--- src/rtl/pwm_multichannel_ctrl.sv ---
// rtl/pwm_multichannel_ctrl.sv - multichannel PWM with shared period counter,
// button-driven duty adjustment and period-boundary shadow loading.
module pwm_multichannel_ctrl #(
  parameter int CHANNELS     = 4,
  parameter int WIDTH        = 8,
  parameter int DEB_DIV      = 250000,
  parameter int STEP         = 1,
  parameter int RESET_DUTY   = 5,
  parameter int RESET_PERIOD = 9,
  localparam int CW = (CHANNELS > 1) ? $clog2(CHANNELS) : 1
) (
  input  logic                clk,
  input  logic                rst_n,
  input  logic                ena,
  input  logic                btn_inc,
  input  logic                btn_dec,
  input  logic [CW-1:0]       ch_sel,
  input  logic [WIDTH-1:0]    period_in,
  output logic [CHANNELS-1:0] pwm_out,
  output logic                period_end,
  output logic [WIDTH:0]      duty_rd
);

  localparam int PW = (DEB_DIV > 1) ? $clog2(DEB_DIV) : 1;
  localparam int DW = WIDTH + 1;
  localparam int EW = WIDTH + 2;

  logic [WIDTH-1:0]    cnt_q, cnt_d;
  logic [WIDTH-1:0]    period_act_q, period_act_d;
  logic [DW-1:0]       duty_pend_q [CHANNELS];
  logic [DW-1:0]       duty_pend_d [CHANNELS];
  logic [DW-1:0]       duty_act_q  [CHANNELS];
  logic [DW-1:0]       duty_act_d  [CHANNELS];
  logic [CHANNELS-1:0] pwm_q, pwm_d;
  logic                period_end_q, period_end_d;
  logic [PW-1:0]       pre_q, pre_d;
  logic [1:0]          s1_q, s1_d, s2_q, s2_d;

  logic          tick, wrap, sel_ok, inc_ev, dec_ev;
  logic [DW-1:0] sel_pend, new_duty, load_lim;
  logic [EW-1:0] inc_sum, inc_lim;

  always_comb begin
    tick     = ena && (pre_q == PW'(DEB_DIV - 1));
    wrap     = (cnt_q == period_act_q);
    sel_ok   = (32'(ch_sel) < CHANNELS);
    sel_pend = sel_ok ? duty_pend_q[ch_sel] : '0;
    inc_ev   = tick && s1_q[0] && !s2_q[0];
    dec_ev   = tick && s1_q[1] && !s2_q[1];
    load_lim = {1'b0, period_in} + DW'(1);
    inc_sum  = EW'(sel_pend) + EW'(STEP);
    inc_lim  = EW'(period_act_q) + EW'(1);
    // Widened sum so saturation still works when the duty sits at full scale.
    if (inc_sum > inc_lim) new_duty = inc_lim[DW-1:0];
    else                   new_duty = inc_sum[DW-1:0];
    if (dec_ev) new_duty = (sel_pend >= DW'(STEP)) ? sel_pend - DW'(STEP) : '0;

    cnt_d        = cnt_q;
    period_act_d = period_act_q;
    period_end_d = 1'b0;
    pre_d        = pre_q;
    s1_d         = s1_q;
    s2_d         = s2_q;
    pwm_d        = '0;
    duty_pend_d  = duty_pend_q;
    duty_act_d   = duty_act_q;

    if (ena) begin
      cnt_d        = wrap ? '0 : cnt_q + WIDTH'(1);
      period_end_d = wrap;
      pre_d        = tick ? '0 : pre_q + PW'(1);
      if (wrap) period_act_d = period_in;
      for (int i = 0; i < CHANNELS; i++) begin
        pwm_d[i] = ({1'b0, cnt_q} < duty_act_q[i]);
        if (wrap)
          duty_act_d[i] = (duty_pend_q[i] > load_lim) ? load_lim : duty_pend_q[i];
      end
    end

    if (tick) begin
      s1_d = {btn_dec, btn_inc};
      s2_d = s1_q;
    end

    // Coincident inc/dec events cancel each other.
    if ((inc_ev ^ dec_ev) && sel_ok) begin
      for (int i = 0; i < CHANNELS; i++)
        if (32'(ch_sel) == i) duty_pend_d[i] = new_duty;
    end
  end

  always_ff @(posedge clk) begin
    if (!rst_n) begin
      cnt_q        <= '0;
      period_act_q <= WIDTH'(RESET_PERIOD);
      period_end_q <= 1'b0;
      pwm_q        <= '0;
      pre_q        <= '0;
      s1_q         <= '0;
      s2_q         <= '0;
      duty_pend_q  <= '{default: DW'(RESET_DUTY)};
      duty_act_q   <= '{default: DW'(RESET_DUTY)};
    end else begin
      cnt_q        <= cnt_d;
      period_act_q <= period_act_d;
      period_end_q <= period_end_d;
      pwm_q        <= pwm_d;
      pre_q        <= pre_d;
      s1_q         <= s1_d;
      s2_q         <= s2_d;
      duty_pend_q  <= duty_pend_d;
      duty_act_q   <= duty_act_d;
    end
  end

  assign pwm_out    = pwm_q;
  assign period_end = period_end_q;
  assign duty_rd    = sel_pend;

endmodule

--- config.mk ---
export PLATFORM = sky130hd
export DESIGN_NAME = pwm_multichannel_ctrl
export DESIGN_NICKNAME = d
export VERILOG_FILES = /design/src/rtl/pwm_multichannel_ctrl.sv
export SDC_FILE = /design/constraint.sdc
export NUM_CORES = 1
export LEC_CHECK = 0
export ABC_AREA = 1
export CORE_UTILIZATION = 50
export DETAILED_ROUTE_END_ITERATION = 7
export GPL_TIMING_DRIVEN = 1
export PLACE_DENSITY = 0.68
export REMOVE_ABC_BUFFERS = 1
export SLEW_MARGIN = 15
export SYNTH_ARGS = -nofsm -noshare
export SYNTH_HDL_FRONTEND = slang
export SYNTH_SLANG_ARGS = --single-unit
--- constraint.sdc ---
create_clock -name clk -period 3.7 [get_ports clk]
set_input_delay 1.11 -clock clk [delete_from_list [all_inputs] [get_ports clk]]
set_output_delay 1.11 -clock clk [all_outputs]
set_load 0.05 [all_outputs]
## Yosys cells after proc, flatten, opt, wreduce, memory -nomap -nowiden

Index checks and enable logic that the tools add are counted.

| storage, ports and cells | value |
|---|---|
| bits in read-only memories | 0 |
| flip-flop bits (word level) | 115 |
| memory bits (writable) | 0 |
| memories | 0 |
| latch bits | 0 |
| output and inout port bits | 14 |
| bits of input ports | 15 |
| word-level logic and storage cells | 65 |

| operators by class | value |
|---|---|
| muxes and demuxes | 12 |
| equal/unequal tests | 5 |
| div/mod/pow operators | 0 |
| shift-type cells | 0 |
| magnitude comparators | 11 |
| reductions and logical operators | 14 |
| multipliers | 0 |
| bitwise logic cells | 2 |
| $add $sub $neg | 6 |

Operators with widths:

| cell | number |
|---|---|
| 9-bit two-way mux | 9 |
| 9-bit > comparator | 4 |
| 8-bit by 9-bit less-than comparator with 1-bit output | 4 |
| 18-bit by 1-bit adder with 18-bit output (second input constant) | 1 |
| 8-bit by 1-bit adder with 9-bit output (second input constant) | 2 |
| 9-bit binary-select mux with 2-bit select | 1 |
| 18-bit equality test (second input constant) | 1 |
| 18-bit two-way mux | 1 |
| 2-bit AND reduction | 6 |
| 9-bit by 1-bit adder with 10-bit output (second input constant) | 1 |
| 10-bit by 9-bit > comparator with 1-bit output | 1 |
| 9-bit by 1-bit greater-or-equal comparator with 1-bit output (second input constant) | 1 |
| 9-bit by 1-bit subtractor with 9-bit output (second input constant) | 1 |
| 8-bit by 1-bit adder with 8-bit output (second input constant) | 1 |
| 8-bit equality test | 1 |
| 8-bit two-way mux | 1 |
| 1-bit logical AND | 5 |
| 2-bit equality test (second input constant) | 2 |
| 3-bit greater-or-equal comparator (second input constant) | 1 |
| 2-bit inverter with 3-bit output | 1 |
| 2-bit by 1-bit equality test with 1-bit output (second input constant) | 1 |
| 1-bit logical NOT | 2 |
| 2-bit logical NOT | 1 |
| 1-bit XOR | 1 |

## Longest topological paths before layout

Gate-level depths: netlist (run 1).

| depth | value |
|---|---|
| depth after elaboration | 8 |
| gate-level depth with buffers | 28 |
| depth with buffers taken out | 27 |

## Worst setup path after synthesis (run 1)

Ideal clock, no wire load.

| timing path | value |
|---|---|
| path kind | in2reg |
| start | in ch_sel[1] |
| end | reg duty_pend_q[31] in the netlist's numbering |
| path buffers | 2 |
| stages | 27 |
| arrival time | 3.934 ns |
| data required time | 3.591 ns |
| library setup time | 0.109 ns |
| slack | -0.343 ns |
| cell sequence | buf_4 -> inv_4 -> buf_4 -> nand2_1 -> nand2_1 -> ha_1 -> nand2_1 -> nor2_1 -> inv_1 -> nand2_1 -> inv_1 -> ha_1 -> nand2_1 -> nor2_1 -> nand2_1 -> nand3_1 -> nand2_1 -> nand2_1 -> nand2_1 -> nand2_1 -> nand2_1 -> nand2_4 -> nand2_1 -> nand3_1 -> nand3_1 -> nand2_1 -> inv_1 |

| between the ends | value |
|---|---|
| word-level cells in the longest chain between the ends | 8 |
| elaborated cells on any way between the ends | 13 |
| classes of those cells | add/sub (2); order compare (2); mux (6); bitwise (1); reduce/logical (2) |

Ends and longest elaborated chain:

| element | RTL line | text |
|---|---|---|
| start: declaration | 17 | `input logic [CW-1:0] ch_sel,` |
| 2-bit inverter with 3-bit output (not written as such) (*) | 47 | `sel_pend = sel_ok ? duty_pend_q[ch_sel] : '0;` |
| 9-bit binary-select mux with 2-bit select (*) | 47 |  |
| 9-bit two-way mux (not written as such) (*) (2 in series) | 47 |  |
| net duty_rd[1] | 21 | `output logic [WIDTH:0] duty_rd` |
| 9-bit by 1-bit adder with 10-bit output | 51 | `inc_sum = EW'(sel_pend) + EW'(STEP);` |
| 10-bit by 9-bit > comparator with 1-bit output | 54 | `if (inc_sum > inc_lim) new_duty = inc_lim[DW-1:0];` |
| 9-bit two-way mux | 54 |  |
| 9-bit two-way mux (*) | 56 | `if (dec_ev) new_duty = (sel_pend >= DW'(STEP)) ? sel_pend - DW'(STEP) : '0;` |
| end signal: assignment | 111 | `duty_pend_q <= duty_pend_d;` |
| end: declaration | 30 | `logic [DW-1:0] duty_pend_q [CHANNELS];` |

Mark *: on every way through the listed nets, which the timed path passes. The rest lies on a longest branch. The select of a mux whose other input is x is not followed.
A chain may end at the register's enable or synchronous reset.

## Worst setup path in the final report (run 1)

| timing path | value |
|---|---|
| start | in ch_sel[0] |
| end | reg duty_pend_q[30] in the netlist's numbering |

| between the ends | value |
|---|---|
| word-level cells in the longest chain between the ends | 8 |
| elaborated cells on any way between the ends | 13 |
| classes of those cells | add/sub (2); order compare (2); mux (6); bitwise (1); reduce/logical (2) |

Ends and longest elaborated chain:

| element | RTL line |
|---|---|
| 2-bit inverter with 3-bit output (not written as such) | 47 |
| 9-bit binary-select mux with 2-bit select | 47 |
| 9-bit two-way mux (not written as such) (2 in series) | 47 |
| 9-bit by 1-bit adder with 10-bit output | 51 |
| 10-bit by 9-bit > comparator with 1-bit output | 54 |
| 9-bit two-way mux | 54 |
| 9-bit two-way mux | 56 |

Parallel ways exist; a longest one is shown, timed or not. The select of a mux whose other input is x is not followed.

==> results.sh, run 1 <==
export IMPL_cts_max_level=4
export IMPL_grt_pass1_vias=7622
export IMPL_synth_xor_area_share=0.02743
export IMPL_outcome="finished clean"
export IMPL_synth_main_ff_cell="dfxtp_1"
export IMPL_fin_nets=1390
export IMPL_synth_simple_area_share=0.2928
export IMPL_finalSetupTns_ns=0
export IMPL_clock_sinks=115
export IMPL_grt_usage=0.3092
export IMPL_r2r_slack_ns=0.66
export IMPL_totalWireLength_mm=24.39
export IMPL_hold_ws_ns=0.4701
export IMPL_final_cells=1519
export IMPL_yosysTopAreaCellShare=0.2884
export IMPL_timing_slew_headroom=0.5297
export IMPL_ff2ff_path_depth=26
export IMPL_dp_cells=1482
export IMPL_synth_area_leader_cell="dfxtp_1"
export IMPL_r2r_end="duty_pend_q[30]"
export IMPL_synthCells=1186
export IMPL_synth_most_common_cell="nand2_1"
export IMPL_r2r_start="duty_pend_q[28]"
export IMPL_synth_compound_area_frac=0.1593
export IMPL_drc=0
export IMPL_postCtsHoldBufs=0
export IMPL_grt_antenna_before_repair=0
export IMPL_crit_type="in2reg"
export IMPL_ys_seq_area_frac=0.2884
export IMPL_ys_ff_latch=115
export IMPL_dp_hpwl_mm=18.55
export IMPL_p_per_area_nw_per_um2=336.9
export IMPL_crit_path_max_fanout=14
export IMPL_required_ns=4.02
export IMPL_ant_nets=0
export IMPL_synth_fa_ha_area_frac=0.1254
export IMPL_drv_cap=0
export IMPL_vdd_drop_max_v=0.0003200
export IMPL_hp_class="reg2reg"
export IMPL_clock_path_buffers=2
export IMPL_synth_edff_count=0
export IMPL_fin_crit_ns=3.535
export IMPL_cts_tree="yes"
export IMPL_grt_pass1_wl_mm=38.99
export IMPL_num_rows=45
export IMPL_die_x_um=128.3
export IMPL_num_vias=8260
export IMPL_min_from="duty_act_q[2]"
export IMPL_insertion_delay_ns=0.43
export IMPL_period_share=0.9555
export IMPL_drive_above_1_share=0.1544
export IMPL_holdPathEnd="duty_act_q[2]"
export IMPL_synth_area_um2=7981
export IMPL_arrival_ns=3.86
export IMPL_synthTopCellsByCount="nand2_1, inv_1, dfxtp_1"
export IMPL_max_freq_mhz=282.9
export IMPL_avgSynthCellArea_um2=6.730
export IMPL_setup_ws_ns=0.1646
export IMPL_crit_path_start_kind="input pin"
export IMPL_p_leak_nw=4.691
export IMPL_drt_initial_drc_count=773
export IMPL_ys_warn_count=0
export IMPL_ys_types=47
export IMPL_skew_ns=0.01113
export IMPL_min_path_cells=2
export IMPL_setup_viol=0
export IMPL_hold_violations=0
export IMPL_clkTransAtPathRegs_ns=0.05
export IMPL_cts_buffers=17
export IMPL_via_per_inst=5.438
export IMPL_worst_slew_pin_slew_ns=0.7029
export IMPL_wire_per_inst_um=16.05
export IMPL_grt_max_degree=42
export IMPL_dpl_worst_slack_ns=-0.7103
export IMPL_start_util=0.5193
export IMPL_fp_dieH_um=128.3
export IMPL_core_um2=15370
export IMPL_synthMuxAreaShare=0
export IMPL_die_area_um2=16470
export IMPL_async_flop_share=0
export IMPL_synth_top_family_by_area="simple AND/OR/NAND/NOR gates"
export IMPL_maxSlewViolCount=0
export IMPL_grt_overflow=0
export IMPL_synth_area_top_cells="dfxtp_1, nand2_1, ha_1, inv_1, nand3_1"
export IMPL_io_pins=29
export IMPL_first_pass_iters=8
export IMPL_gp_congestion=0.9231
export IMPL_worstSetupEndpointType="flop"
export IMPL_n_antenna_cell=0
export IMPL_area_growth_pct=24.44
export IMPL_portBuffers=28
export IMPL_cts_root_buf="clkbuf_16"
==> worst max-delay path by stage <==
stage                     slack [ns]  depth (start not counted)              end         start
final                           0.16                         27  duty_pend_q[30]     ch_sel[0]
after global routing           -0.05                         27   duty_pend_q[5]     ch_sel[0]
after CTS                      0.004                         18   duty_act_q[12]  period_in[0]
after detailed placement       -0.71                         28   duty_pend_q[5]     ch_sel[0]
after global placement         -0.66                         27  duty_pend_q[34]     ch_sel[0]
after floorplan                -0.13                         25  duty_pend_q[31]     ch_sel[0]
==> metal layers <==
metal | up-vias | share of wire | GRT usage
met4 | 0 | 0.024 | 0.1211
met1 | 3759 | 0.46 | 0.4133
li1 | 4161 | - | -
met2 | 298 | 0.46 | 0.5021
met3 | 42 | 0.062 | 0.04532
met5 | - | 0 | 0
==> where the power goes <==
| group | internal [mW] | switching (mW) | leakage, nW |
|---|---|---|---|
| Clock | 1.19 | 0.592 | 0.309 |
| Combinational | 0.125 | 0.183 | 3.45 |
| Sequential | 1.25 | 0.00717 | 0.929 |
==> cell families (layout without fill, tap and decap cells) <==
| group | after synthesis | count (layout) |
|---|---|---|
| and+or+nand+nor | 525 | 526 |
| AOI/OAI and AO/OA | 225 | 225 |
| buffers and inverters | 216 | 337 |
| DFF | 115 | 115 |
| adders and majority gates | 80 | 80 |
| xor gates and xnor gates | 25 | 25 |
==> sequential cells by signal, indices dropped and copies added (netlist names) <==
| name | flops |
|---|---|
| period_end | 1 |
| cnt_q | 8 |
| duty_act_q | 36 |
| s1_q | 2 |
| period_act_q | 8 |
| pre_q | 18 |
| pwm_out | 4 |
| duty_pend_q | 36 |
| s2_q | 2 |
==> layout by cell type, fill, tap and decap left out, drive strengths merged, types with 4 or more instances in the layout <==
cell,netlist,final
a21oi,95,95
nand3b,7,7
nor2,86,86
o21ai,74,74
o211ai,29,29
nor4,5,5
a311oi,4,4
xor2,19,19
nand2,281,282
dfxtp,115,115
clkbuf,16,25
inv,183,183
bufinv,0,4
ha,80,80
clkdlybuf4s50,0,15
buf,17,102
xnor2,6,6
nand4,20,20
nand3,107,107
o22ai,6,6
o31ai,4,4
nor3,15,15
==> critical path, stage by stage <==
cell and delay [ns]:
clkbuf_2 0.14, buf_12 0.17, o21ai_0 0.15, nand2_1 0.08, nand2_2 0.09, ha_2 0.19, nand2_2 0.08, nor2_2 0.14
inv_1 0.04, nand2_1 0.09, inv_1 0.06, ha_1 0.28, nand2_1 0.09, inv_1 0.04, nand2_1 0.07, nand3_1 0.08
nand2_1 0.06, nand2_1 0.04, nand2_1 0.05, nand2_1 0.08, nand2_4 0.10, buf_4 0.15, nand3_1 0.08, nand3_2 0.13
nand3_1 0.11, nand2_1 0.09, inv_1 0.03
==> timing repair <==
action	in CTS	in global routing
setup buffers	2	0
setup endpoints to repair	39	72
endpoints found under the hold margin	0	0
gates cloned	2	1
pin swaps	0	7
resized for setup	14	29
==> final cells by class <==
| class | instances | area (um2) |
|---|---|---|
| clock inverter | 9 | 150.1 |
| inverter | 183 | 696.9 |
| tap | 211 | 264.0 |
| multi-input combinational | 856 | 4930 |
| sequential | 115 | 2302 |
| timing repair buffer | 122 | 1101 |
| fill | 1427 | 5439 |
| clock buffer | 23 | 488.0 |
==> per-stage QoR <==
step | util | area, um2 | power (mW)
floorplan | - | 7820 | 1.422
global placement | 0.5941 | 9133 | 1.567
detailed placement | 0.5941 | 9133 | 1.570
CTS | 0.6421 | 9869 | 3.350
global route | 0.6462 | 9932 | 3.446
finish | 0.6462 | 9932 | 3.346
No activity file was read; power rests on OpenSTA's default activity.
==> run 2, diff against run 1 <==
--- a/config.mk
+++ b/config.mk
@@ -11,7 +11,6 @@
 export GPL_TIMING_DRIVEN = 1
 export PLACE_DENSITY = 0.68
 export REMOVE_ABC_BUFFERS = 1
-export SLEW_MARGIN = 15
 export SYNTH_ARGS = -nofsm -noshare
 export SYNTH_HDL_FRONTEND = slang
 export SYNTH_SLANG_ARGS = --single-unit
==> results of run 2 <==
Same layout as run 1: the final DEF is identical, and so are final timing and power.
